$ cat src/rtl/cpu_ctrl.sv
// Instruction register plus Moore FSM sequencing the lab datapath one instruction at a time.
// Optional CPU_CTRL_ILLEGAL_TRAP_EN: unsupported encodings lock into TRAP until reset.
module cpu_ctrl (
   input  logic        clk,
   input  logic        reset_n,
   input  logic [15:0] in,
   input  logic        load,
   input  logic        s,
   output logic        w,
   output logic [2:0]  readnum,
   output logic [2:0]  writenum,
   output logic        write,
   output logic        loada,
   output logic        loadb,
   output logic        loadc,
   output logic        loads,
   output logic        asel,
   output logic        bsel,
   output logic [1:0]  vsel,
   output logic [1:0]  shift,
   output logic [1:0]  ALUop,
   output logic [15:0] sximm5,
   output logic [15:0] sximm8,
   output logic        illegal
);

   typedef enum logic [2:0] {
      StWait, StDecode, StWriteImm, StGetA, StGetB, StAluOp, StWriteReg
`ifdef CPU_CTRL_ILLEGAL_TRAP_EN
      , StTrap
`endif
   } state_e;

   state_e      state_q, state_d;
   logic [15:0] ir_q, ir_d;

   logic [2:0] opcode;
   logic [1:0] op;
   logic       is_mov_imm, is_mov_reg, is_alu, is_cmp;

   assign opcode     = ir_q[15:13];
   assign op         = ir_q[12:11];
   assign is_mov_imm = (opcode == 3'b110) && (op == 2'b10);
   assign is_mov_reg = (opcode == 3'b110) && (op == 2'b00);
   assign is_alu     = (opcode == 3'b101);
   assign is_cmp     = is_alu && (op == 2'b01);

   assign sximm5 = {{11{ir_q[4]}}, ir_q[4:0]};
   assign sximm8 = {{8{ir_q[7]}}, ir_q[7:0]};
   assign ALUop  = is_alu ? op : 2'b00;

   always_ff @(posedge clk or negedge reset_n) begin
      if (!reset_n) begin
         state_q <= StWait;
         ir_q    <= 16'h0000;
      end else begin
         state_q <= state_d;
         ir_q    <= ir_d;
      end
   end

   // IR only accepts a new word while idle; DECODE sees it when load and s coincide.
   always_comb begin
      ir_d = ir_q;
      if ((state_q == StWait) && load) ir_d = in;
   end

   always_comb begin
      state_d = state_q;
      case (state_q)
         StWait:     if (s) state_d = StDecode;
         StDecode: begin
            if (is_mov_imm)      state_d = StWriteImm;
            else if (is_mov_reg) state_d = StGetB;
            else if (is_alu)     state_d = StGetA;
            else begin
`ifdef CPU_CTRL_ILLEGAL_TRAP_EN
               state_d = StTrap;
`else
               state_d = StWait;
`endif
            end
         end
         StWriteImm: state_d = StWait;
         StGetA:     state_d = StGetB;
         StGetB:     state_d = StAluOp;
         StAluOp:    state_d = is_cmp ? StWait : StWriteReg;
         StWriteReg: state_d = StWait;
`ifdef CPU_CTRL_ILLEGAL_TRAP_EN
         StTrap:     state_d = StTrap;
`endif
         default:    state_d = StWait;
      endcase
   end

   always_comb begin
      w        = 1'b0;
      readnum  = 3'd0;
      writenum = 3'd0;
      write    = 1'b0;
      loada    = 1'b0;
      loadb    = 1'b0;
      loadc    = 1'b0;
      loads    = 1'b0;
      asel     = 1'b0;
      bsel     = 1'b0;
      vsel     = 2'b00;
      shift    = 2'b00;
      case (state_q)
         StWait:     w = 1'b1;
         StWriteImm: begin
            writenum = ir_q[10:8];
            vsel     = 2'b10;
            write    = 1'b1;
         end
         StGetA: begin
            readnum = ir_q[10:8];
            loada   = 1'b1;
         end
         StGetB: begin
            readnum = ir_q[2:0];
            loadb   = 1'b1;
            shift   = ir_q[4:3];
         end
         StAluOp: begin
            shift = ir_q[4:3];
            asel  = is_mov_reg;
            loads = is_cmp;
            loadc = !is_cmp;
         end
         StWriteReg: begin
            writenum = ir_q[7:5];
            write    = 1'b1;
         end
         default: ;
      endcase
   end

`ifdef CPU_CTRL_ILLEGAL_TRAP_EN
   assign illegal = (state_q == StTrap);
`else
   assign illegal = 1'b0;
`endif

endmodule

$ cat config.mk
export PLATFORM = sky130hd
export DESIGN_NAME = cpu_ctrl
export DESIGN_NICKNAME = d
export VERILOG_FILES = /design/src/rtl/cpu_ctrl.sv
export SDC_FILE = /design/constraint.sdc
export NUM_CORES = 1
export LEC_CHECK = 0
export CAP_MARGIN = 40
export CORE_MARGIN = 2
export CORE_UTILIZATION = 41
export DETAILED_ROUTE_END_ITERATION = 7
export PLACE_DENSITY = 0.95
export SETUP_SLACK_MARGIN = 0.3
export SLEW_MARGIN = 20
export SYNTH_ARGS = -nofsm -noshare
export SYNTH_HDL_FRONTEND = slang
export SYNTH_SLANG_ARGS = --single-unit
$ cat constraint.sdc
create_clock -name clk -period 3.6 [get_ports clk]
set_input_delay 0.72 -clock clk [delete_from_list [all_inputs] [get_ports clk]]
set_output_delay 0.72 -clock clk [all_outputs]
set_load 0.01 [all_outputs]
==> reports/qor.yml <==
status: "complete, no violations"
yosysUniqueCellTypes: 32
path_cells: "inv_1, nor3_1, a22o_1, clkdlybuf4s50_1"
synth.top_cell.area_share_pct: 36.82
comb_power_share_pct: 62.8
syn_area_mm2: 0.001291
synth-edff-count: 0
power.switching_w: 0.0005954
n_antenna_cell: 0
viasPerCell: 4.747
slew_viol_final: 0
start_kind: "register"
period_minus_slack_ps: 2922
ctsResizeCount: 0
power_w: 0.001602
drv_cap: 0
grt_pass1_vias: 883
numCtsBuffers: 3
ys_ff_latch: 19
ys_top_cells_by_area: "dfrtp_1 (37%), buf_4 (21%), mux2_4 (12%)"
grt_pass1_wl_um: 4174
cts_tree: "done"
drtIter0Drc: 48
clk_path_buf_depth: 2
cts.reportedPaths.clkPinSlew_ps: 90
syn_inst: 118
post_cts_buffers: 0
drive_above_1_share_pct: 16.88
max_freq_mhz: 342.2
rows: 20
ant_nets: 0
synth_common_cells: "buf_4 (36), dfrtp_1 (19), mux2_4 (10)"
place_ws_ps: 1075
grt_start_max_net_pins: 17
setup_ws_ps: 677.9
async_reset_ff_share_pct: 100.0
syn-mean-instance-area_um2: 10.94
nNetsFinal: 175
cts_hold_buffers: 0
crit_slowest_cell: "dfrtp_1"
cp.arrival_ps: 2200
drc: 0
cts_max_level: 1
synth_flop_cell: "dfrtp_1"
wl_per_cell_um: 14.68
hold_path_class: "register to register"
place_congestion: 0.7111
swShare_pct: 37.18
leakage_nw: 0.7324
start_util_pct: 42.64
crit_fanout: 9
io_buffers: 69
clock_sinks: 19
ys_seq_area_share_pct: 36.82
p_int_w: 0.001006
grt_setup_unrepaired: "no"
fp.coreArea_mm2: 0.003028
vias: 940
grt-ovfl-total: 0
finalCritPeriodShare_pct: 81.17
first_pass_iters: 4
num_io_pins: 73
root_buffer: "clkbuf_4"
hold_viol: 0
dp_hpwl_um: 2294
critPathKind: "register to output pin"
pwr-share-seq_pct: 30.5
synthMostInstantiatedCell: "buf_4"
wirelength_um: 2906
worstSetupEndpointType: "output pin"
holdWs_ps: 552.8
max_stage_delay_ps: 560
cp.required_ps: 2880
slew_headroom_pct: 66.98
dieArea_mm2: 0.003614
vdd_ir_drop_max_uv: 352.9
worst_pin_slew_ps: 491.6
die_w_um: 60.12
clk_latency_ps: 300
setup_viol: 0
yosys_warnings: 0
antenna_found_initial: 0
skew_ps: 12.47
fin_tns_setup_ps: 0
p_per_area_mw_per_mm2: 905.3
p_clk_share_pct: 6.7
synth_top_cell_by_area: "dfrtp_1"
fp.dieH_um: 60.12
area_growth_pct: 37.02
grt_use_total_pct: 15.66
==> layout make-up <==
| cell class | count | area [um2] |
|---|---|---|
| multi-input combinational | 58 | 495.5 |
| sequential | 19 | 475.5 |
| clock buffer | 4 | 26.28 |
| tap | 44 | 55.05 |
| inverter | 3 | 11.26 |
| fill | 234 | 1259 |
| timing repair buffer | 70 | 705.7 |
==> placed cells by master (no fill, tap or decap), drive strengths merged, types with 3 or more instances in the layout <==
cell type	synthesis	routed
nor2	5	5
nor3	3	3
clkbuf	1	4
clkdlybuf4s50	0	69
mux2	16	16
and2	3	3
conb	1	3
nand2	4	4
and3	3	3
dfrtp	19	19
mux2i	3	3
a22o	3	3
a21oi	3	3
inv	3	3
==> through the flow <==
| step | cells | util (%) | cell area [um2] |
|---|---|---|---|
| 3_5_place_dp | 194 | 57.56 | 1743 |
| 2_1_floorplan | 120 | - | 1299 |
| 4_1_cts | 198 | 58.43 | 1769 |
| 5_1_grt | 198 | 58.43 | 1769 |
| 6_report | 198 | 58.43 | 1769 |
| 3_3_place_gp | 193 | 57.07 | 1728 |
==> state kept, by name, summed over array words and instances, names as in the netlist <==
register and flops:
ir_q 16, state_q 3
==> critical path, delay by kind of cell, from the launching register on <==
kind / cells / cell delay (ps)
buf+inv: 2 / 700
flops: 1 / 560
simple gates: 1 / 420
compound gates: 1 / 230
==> path summary, 6_finish.rpt <==
path | cells after the start | from | slack [ps] | end
max in group asynchronous | 2 | reset_n | 2550 | ir_q[15]
hold / removal | 1 | ir_q[5] | 550 | ir_q[5]
setup / recovery | 4 | state_q[2] | 680 | readnum[0]
setup reg to reg | 3 | state_q[0] | 2020 | ir_q[6]
min in group asynchronous | 1 | reset_n | 640 | ir_q[1]
hold reg to reg | 1 | ir_q[5] | 550 | ir_q[5]
==> cells by family (layout without fill, tap and decap cells) <==
kind of cell / Yosys count / after routing / share of synthesized area (%)
AO/OA/AOI/OAI: 11 / 11 / 6.395
buffers and inverters: 43 / 77 / 25.39
flip-flops: 19 / 19 / 36.82
multiplexers: 19 / 19 / 19.19
other: 1 / 3 / 0.2904
AND/OR/NAND/NOR: 25 / 25 / 11.92
==> power groups by stage <==
stage | Clock [W] | Combinational (W) | Sequential [W]
2_1_floorplan | 0 | 0.000797 | 0.000420
3_3_place_gp | 0 | 0.000983 | 0.000475
3_5_place_dp | 0 | 0.00101 | 0.000492
4_1_cts | 0.000113 | 0.00101 | 0.000489
5_1_grt | 0.000121 | 0.00107 | 0.000512
6_report | 0.000108 | 0.00101 | 0.000488
==> routing by layer <==
| metal | routed length, um | share of wire (%) | vias to the layer above | global-route usage [%] |
|---|---|---|---|---|
| met5 | 0 | 0 | - | 0 |
| met4 | 40 | 1.4 | 0 | 4.444 |
| met3 | 150 | 5.2 | 4 | 4.762 |
| met2 | 1585 | 55 | 47 | 28.73 |
| met1 | 1128 | 39 | 455 | 17.18 |
| li1 | - | - | 434 | - |
Power figures use the tool's default switching activity.
